===== src/rtl/fetch_unit.sv =====
// fetch_unit: owns fetch PC, pushes {pc, imem_rd} into an in-order prefetch queue, presents head to decode over valid/ready, redirect flushes (clk, reset active-low async, imem_addr/imem_rd, redirect/redirect_pc, instr_valid/instr_ready/instr/instr_pc, fetch_done)
module fetch_unit #(
  parameter logic [31:0] RESET_PC = 32'h0000_0000,
  parameter int QDEPTH = 4,
  parameter int MEM_WORDS = 64
) (
  input  logic        clk,
  input  logic        reset,
  output logic [31:0] imem_addr,
  input  logic [31:0] imem_rd,
  input  logic        redirect,
  input  logic [31:0] redirect_pc,
  output logic        instr_valid,
  input  logic        instr_ready,
  output logic [31:0] instr,
  output logic [31:0] instr_pc,
  output logic        fetch_done
);
  localparam int AW = $clog2(QDEPTH);
  localparam int CW = $clog2(QDEPTH + 1);
  logic [31:0] pc_q, pc_d;
  logic [AW-1:0] head_q, head_d, tail_q, tail_d;
  logic [CW-1:0] count_q, count_d;
  logic [63:0] ent_q [QDEPTH];
  logic [63:0] ent_d [QDEPTH];
  logic pop, push;
  assign imem_addr = pc_q;
  assign fetch_done = pc_q[31:2] >= 30'(MEM_WORDS);
  assign instr_valid = count_q != '0;
  assign {instr_pc, instr} = instr_valid ? ent_q[head_q] : 64'd0;
  always_comb begin
    pop = instr_valid & instr_ready & ~redirect;
    push = ~redirect & ~fetch_done & ((count_q < CW'(QDEPTH)) | pop);
    pc_d = redirect ? {redirect_pc[31:2], 2'b00} : push ? pc_q + 32'd4 : pc_q;
    head_d = redirect ? '0 : head_q + AW'(pop);
    tail_d = redirect ? '0 : tail_q + AW'(push);
    count_d = redirect ? '0 : count_q + CW'(push) - CW'(pop);
    ent_d = ent_q;
    if (push) ent_d[tail_q] = {pc_q, imem_rd};
  end
  always_ff @(posedge clk or negedge reset) begin
    if (!reset) begin
      pc_q <= RESET_PC;
      head_q <= '0;
      tail_q <= '0;
      count_q <= '0;
    end else begin
      pc_q <= pc_d;
      head_q <= head_d;
      tail_q <= tail_d;
      count_q <= count_d;
    end
  end
  always_ff @(posedge clk) ent_q <= ent_d;
endmodule


===== config.mk =====
export PLATFORM = sky130hd
export DESIGN_NAME = fetch_unit
export DESIGN_NICKNAME = d
export VERILOG_FILES = /design/src/rtl/fetch_unit.sv
export SDC_FILE = /design/constraint.sdc
export NUM_CORES = 1
export LEC_CHECK = 0
export CELL_PAD_IN_SITES_DETAIL_PLACEMENT = 1
export CELL_PAD_IN_SITES_GLOBAL_PLACEMENT = 2
export CORE_ASPECT_RATIO = 0.7
export CORE_MARGIN = 1.5
export CORE_UTILIZATION = 44
export CTS_CLUSTER_SIZE = 12
export DETAILED_ROUTE_END_ITERATION = 8
export GPL_TIMING_DRIVEN = 0
export HOLD_SLACK_MARGIN = 0.02
export PLACE_DENSITY_LB_ADDON = 0.05
export SLEW_MARGIN = 25
export SYNTH_ARGS = -nofsm -noshare
export SYNTH_HDL_FRONTEND = slang
export SYNTH_SLANG_ARGS = --single-unit

===== constraint.sdc =====
create_clock -name clk -period 16.95 [get_ports clk]
set_clock_uncertainty 0.2 [all_clocks]
set_input_delay 1.695 -clock clk [delete_from_list [all_inputs] [get_ports clk]]
set_output_delay 1.695 -clock clk [all_outputs]
set_load 0.01 [all_outputs]

==> results of run 1 <==
power by group through the flow:
stage                     Combinational (uW)  Sequential [uW]  Clock, uW
after floorplan                         31.4              805          0
after global placement                  91.1              806          0
after detailed placement                94.3              807          0
after CTS                               95.2              793        572
after global routing                    99.9              794        594
final                                   93.4              793        558
kinds of logic after synthesis:
kind of cell    after synthesis  synth area share
other cells                   1          0.000334
buf+inv                      39            0.0153
compound gates               16            0.0119
simple gates                109            0.0668
fa+ha+maj                     7           0.00848
mux                          85             0.148
xor+xnor                      4           0.00312
flops                       285             0.746
worst paths after layout:
check	slack (ns)	to	depth (start not counted)
worst max-delay path	11.97	instr_pc[11]	5
worst min-delay path	0.40	ent_q[191]	0
worst max register to register	12.84	ent_q[3]	9
worst min register to register	0.40	ent_q[191]	0
max in group asynchronous	15.19	imem_addr[31]	2
min in group asynchronous	0.87	imem_addr[11]	1
cells in the final DEF (no fill, tap or decap), types with 2 or more instances in the layout:
cell type,synthesis,layout
nand2b_1,2,2
clkbuf_1,17,28
dfrtp_1,37,37
conb_1,1,4
nor2_1,11,11
mux2_2,23,23
nand2_1,2,2
clkdlybuf4s50_1,0,157
nor3_2,0,5
xnor2_1,3,3
a2bb2oi_1,2,2
clkbuf_16,0,29
nor2b_1,67,67
buf_4,4,28
clkbuf_8,0,2
mux4_2,62,62
or4_1,2,2
a31oi_1,4,4
buf_6,0,14
nor4_4,5,5
inv_1,9,9
edfxtp_1,248,248
nand4_1,3,3
nand3_1,3,3
buf_2,8,9
o31ai_1,4,4
ha_1,6,6
stage by stage:
stage	cell area, um^2	setup slack, ns	hold WS, ns	utilization
6_report	14400	11.97	0.404	0.579
5_1_grt	14400	11.75	0.433	0.579
4_1_cts	14400	11.89	0.409	0.579
3_5_place_dp	13600	11.82	0.395	0.547
3_3_place_gp	13200	5.36	0.361	0.532
2_1_floorplan	11200	9.78	0.344	-
area by class of cell:
class | instances | area [um^2]
diodes | 1 | 2.50
inverters | 9 | 33.8
flip-flops and latches | 285 | 8370
repair buffers | 197 | 1930
clock inverters | 2 | 8.76
plain buffers | 30 | 138
clock buffers | 42 | 795
fillers | 2194 | 10500
multi-input cells | 225 | 2710
well taps | 325 | 407
layer usage:
layer | part of all wire | global-route usage | wire, um | up-vias
li1 | - | - | - | 2637
met1 | 0.44 | 0.284 | 11300 | 3128
met2 | 0.49 | 0.335 | 12600 | 163
met3 | 0.058 | 0.0370 | 1500 | 28
met4 | 0.014 | 0.0443 | 375 | 2
met5 | 0.00039 | 0 | 10 | -
sequential cells by signal (all words and copies together), names as in the netlist:
| name | count |
|---|---|
| imem_addr | 30 |
| tail_q | 2 |
| count_q | 3 |
| ent_q | 248 |
| head_q | 2 |
==> flow_metrics.py, run 1 <==
metrics = {
    "sta": {
        "hold_viol": 0,
        "worstMarginPinSlew_ns": 0.808,
        "grt_setup_unrepaired": "no",
        "slew_headroom": 0.462,
        "fin_setup_tns_ns": 0,
        "slew_violations": 0,
        "fin_crit_ns": 4.98,
        "max_freq_mhz": 201,
        "fin_crit_sh": 0.294,
        "setup_violations": 0,
    },
    "critical_path": {
        "start_kind": "flop",
        "critical-path-max-stage-delay_ns": 0.67,
        "cp-end-kind": "primary output",
        "crit_start": "head_q[1]",
        "critPathTopFamily": "buffers and inverters",
        "critPathSlowestCell": "clkbuf_1",
        "timing.rr.start": "imem_addr[31]",
        "crit_buf_inv": 3,
        "critical_path_class": "flop to primary output",
        "crit_top_cell": "clkbuf_1",
        "cp_max_fo": 10,
        "required_ns": 15.05,
        "crit_chain": "clkbuf_1 > clkbuf_1 > mux4_2 > nor2b_1 > clkdlybuf4s50_1",
        "cp.arrival_ns": 3.08,
    },
    "power_and_ir_drop": {
        "seqPwrFrac": 0.549,
        "ir_drop_mv": 0.0731,
        "intPower_uw": 1150,
        "cellPowerDensity_nw_per_um2": 100,
        "pwr-share-comb": 0.065,
        "power.share.switching": 0.207,
        "total_power_uw": 1440,
        "p_switching_uw": 299,
        "clockPowerShare": 0.386,
        "p_leak_uw": 0.00474,
    },
    "synth": {
        "yosysWarningCount": 0,
        "synth_area_um2": 11200,
        "synth_area_leader_cell": "edfxtp_1",
        "yosys.area.top_type_share": 0.664,
        "ys_seq_area_frac": 0.746,
        "synth_enable_flop_cells": 248,
        "ys_types": 41,
        "synth-main-ff-cell": "edfxtp_1",
        "yosysMostFrequentCell": "edfxtp_1",
        "ys_async_sr_fraction": 0.130,
        "ys_seq_elements": 285,
        "postSynthCellCount": 546,
        "synth.top_cells.by_area": "edfxtp_1, mux4_2, dfrtp_1",
        "ys_top_cells_by_count": "edfxtp_1, nor2b_1, mux4_2, dfrtp_1, mux2_2",
        "synth_area_per_cell_um2": 20.5,
    },
    "drt": {
        "vias_per_cell": 5.34,
        "wl_um": 25900,
        "firstDrtPassIters": 7,
        "drtIter0Drc": 329,
        "vias": 5958,
        "ant_nets": 0,
        "wire_per_inst_um": 23.2,
        "drcViolationCount": 22,
    },
    "global_route": {
        "grt_pass1_vias": 6584,
        "antenna_found_initial": 1,
        "grt_start_max_net_pins": 25,
        "overflow": 0,
        "grt_pass1_wl_um": 39900,
        "grt_use_total": 0.202,
    },
    "clocking": {
        "clk_latency_ns": 0.53,
        "postCtsSetupBuffers": 0,
        "clk_path_buf_depth": 3,
        "cts_tree": "done",
        "htree_levels": 1,
        "cts.root.buffer_cell": "clkbuf_16",
        "clock_sinks": 285,
        "cts_resized": 0,
        "cts_hold_buf": 0,
        "clk_pin_slew_ns": 0.06,
        "cts-buffers-inserted": 28,
    },
    "run_status": {
        "violations": "DRC",
        "status": "complete, but fails checks",
    },
    "final_layout": {
        "fin_cells": 1116,
        "drive_gt1_frac": 0.233,
        "syn2layout_area_growth_pct": 28.4,
        "final_nets": 851,
    },
    "die": {
        "fp.dieH_um": 137,
        "ios": 166,
        "dieArea_um2": 26500,
        "initial_core_util": 0.451,
        "num_rows": 48,
        "core_um2": 24900,
        "die_w_um": 194,
    },
    "job": {
        "max-cap-violations": 0,
    },
    "place": {
        "hpwlAfterDp_um": 18600,
        "dp.cells": 1071,
        "numPortBuffers": 158,
        "routabilityCongestion": 0.743,
    },
    "hold_path": {
        "hp-start": "imem_addr[31]",
        "hp-class": "flop to flop",
    },
}
Power figures use the tool's default switching activity.
==> run 2, diff against run 1 <==
- CORE_UTILIZATION: 44 -> 41
- clock period: 16.95 -> 5 ns (I/O delays scaled with it)
==> run 2 against run 1 <==
The run now ends clean. Hold slack worse by 0.14 ns. Sequential share of layout area down 0.51 points. Register-to-register slack worse by 12 ns. Count of clock-buffer cells in the layout up 9. Clock power rose to 3.5 times the previous value. Largest cell class unchanged. Largest power group unchanged. Highest routed layer is now met4.
==> flow_metrics.py, run 2 (synthesis results as in run 1) <==
metrics = {
    "clocking": {
        "cts_tree": "done",
        "cts.root.buffer_cell": "clkbuf_16",
        "clk_path_buf_depth": 3,
        "clock_sinks": 285,
        "cts_resized": 0,
        "clk_pin_slew_ns": 0.06,
        "htree_levels": 1,
        "clk_latency_ns": 0.53,
        "cts-buffers-inserted": 28,
    },
    "die": {
        "die_w_um": 201,
        "num_rows": 50,
        "ios": 166,
        "fp.dieH_um": 141,
        "core_um2": 26800,
        "initial_core_util": 0.418,
        "dieArea_um2": 28400,
    },
    "drt": {
        "drtIter0Drc": 290,
        "ant_nets": 0,
        "wl_um": 25800,
        "wire_per_inst_um": 22.1,
        "vias_per_cell": 5.08,
        "firstDrtPassIters": 4,
        "vias": 5924,
        "drcViolationCount": 0,
    },
    "global_route": {
        "grt_pass1_vias": 6473,
        "antenna_found_initial": 1,
        "grt_start_max_net_pins": 23,
        "grt_use_total": 0.187,
        "grt_pass1_wl_um": 40000,
        "overflow": 0,
    },
    "sta": {
        "fin_crit_sh": 0.761,
        "slew_violations": 0,
        "grt_setup_unrepaired": "no",
        "slew_headroom": 0.464,
        "max_freq_mhz": 263,
        "setup_violations": 0,
        "fin_crit_ns": 3.80,
        "finalWorstSetupSlack_ns": 1.20,
        "fin_setup_tns_ns": 0,
        "worstMarginPinSlew_ns": 0.804,
        "hold_viol": 0,
    },
    "final_layout": {
        "final_nets": 854,
        "top_register": "ent_q",
        "multi_input_area_um2": 2710,
        "syn2layout_area_growth_pct": 29.5,
        "final_cell_mix": "edfxtp_1, clkdlybuf4s50_1, nor2b_1, mux4_2, dfrtp_1",
        "fin_cells": 1167,
        "ff_latch_area_um2": 8370,
        "postLayoutCellArea_um2": 14500,
        "final_common_cell": "edfxtp_1",
        "fillers": 2447,
        "drive_gt1_frac": 0.235,
        "largest_reg_flops": 248,
    },
    "critical_path": {
        "r2r_end": "ent_q[139]",
        "cp.arrival_ns": 3.84,
        "timing.rr.start": "imem_addr[31]",
        "reg2reg_slack_ns": 1.20,
        "required_ns": 5.04,
        "crit_chain": "nor4_2 > o211a_1 > nand4_1 > nor3_2 > buf_6 > buf_4 > buf_6 > buf_4",
        "critical_path_class": "flop to flop",
        "critPathSlowestCell": "nor3_2",
        "critPathTopFamily": "simple AND/OR/NAND/NOR gates",
        "start_kind": "flop",
        "cp-end-kind": "flop",
        "critical-path-max-stage-delay_ns": 0.69,
        "rr_worst_depth": 8,
        "crit_buf_inv": 4,
        "cp_max_fo": 8,
    },
    "job": {
        "max-cap-violations": 0,
    },
    "run_status": {
        "status": "finished clean",
    },
    "power_and_ir_drop": {
        "cellPowerDensity_nw_per_um2": 342,
        "p_leak_uw": 0.00478,
        "ir_drop_mv": 0.260,
    },
    "place": {
        "dp.cells": 1112,
        "dp_slack_ns": 1.10,
        "numPortBuffers": 158,
        "routabilityCongestion": 0.758,
        "hpwlAfterDp_um": 18300,
        "placed_area_um2": 13700,
    },
    "hold_path": {
        "hp-class": "input pin to asynchronous set/reset pin",
    },
}
## run 2: cell count changes in the layout (fill, tap and decap cells not counted), sizes merged
cell         change
buf              +2
clkbuf           +9
clkinv           -1
diode            +1
dlygate4sd3      +1
## run 2: worst max path at each step
stage	start	to	depth (start not counted)
after floorplan	imem_addr[21]	ent_q[0]	5
after global placement	imem_addr[31]	ent_q[202]	4
after detailed placement	imem_addr[31]	ent_q[138]	8
after CTS	imem_addr[31]	ent_q[139]	8
after global routing	imem_addr[31]	ent_q[139]	8
final	imem_addr[31]	ent_q[139]	8
## run 2: per-stage QoR
stage | util | total power, uW | hold slack (ns)
after floorplan | - | 2830 | 0.00441
after global placement | 0.494 | 3040 | 0.359
after detailed placement | 0.509 | 3060 | 0.292
after CTS | 0.541 | 5030 | 0.252
after global routing | 0.541 | 5130 | 0.282
final | 0.541 | 4970 | 0.262
## run 2: power breakdown
part | leakage (uW) | total, uW | switching (uW) | internal (uW)
sequential | 0.00267 | 2690 | 63.4 | 2620
combinational | 0.00170 | 318 | 139 | 179
clock | 0.000411 | 1970 | 834 | 1130
## run 2: area by class of cell
type / count / area share
Clock buffer: 51 / 0.0584
Inverter: 9 / 0.00233
Tap cell: 364 / 0.0314
Buffer: 30 / 0.00947
Sequential cell: 285 / 0.576
Multi-Input combinational cell: 225 / 0.186
Clock inverter: 1 / 0.000345
Antenna cell: 2 / 0.000345
Timing Repair Buffer: 200 / 0.135
## run 2: what timing repair did
action | 4_1_cts | 5_1_grt
hold buffers | 1 | 0
buffers inserted | 0 | 0
endpoints found under the hold margin | 15 | 0
## run 2: routing by layer
| layer | wire, um | GRT usage | share of wire | vias up |
|---|---|---|---|---|
| li1 | - | - | - | 2645 |
| met1 | 11700 | 0.263 | 0.45 | 3098 |
| met2 | 12500 | 0.313 | 0.48 | 144 |
| met3 | 1020 | 0.0278 | 0.040 | 37 |
| met4 | 535 | 0.0443 | 0.021 | 0 |
| met5 | 0 | 0 | 0 | - |
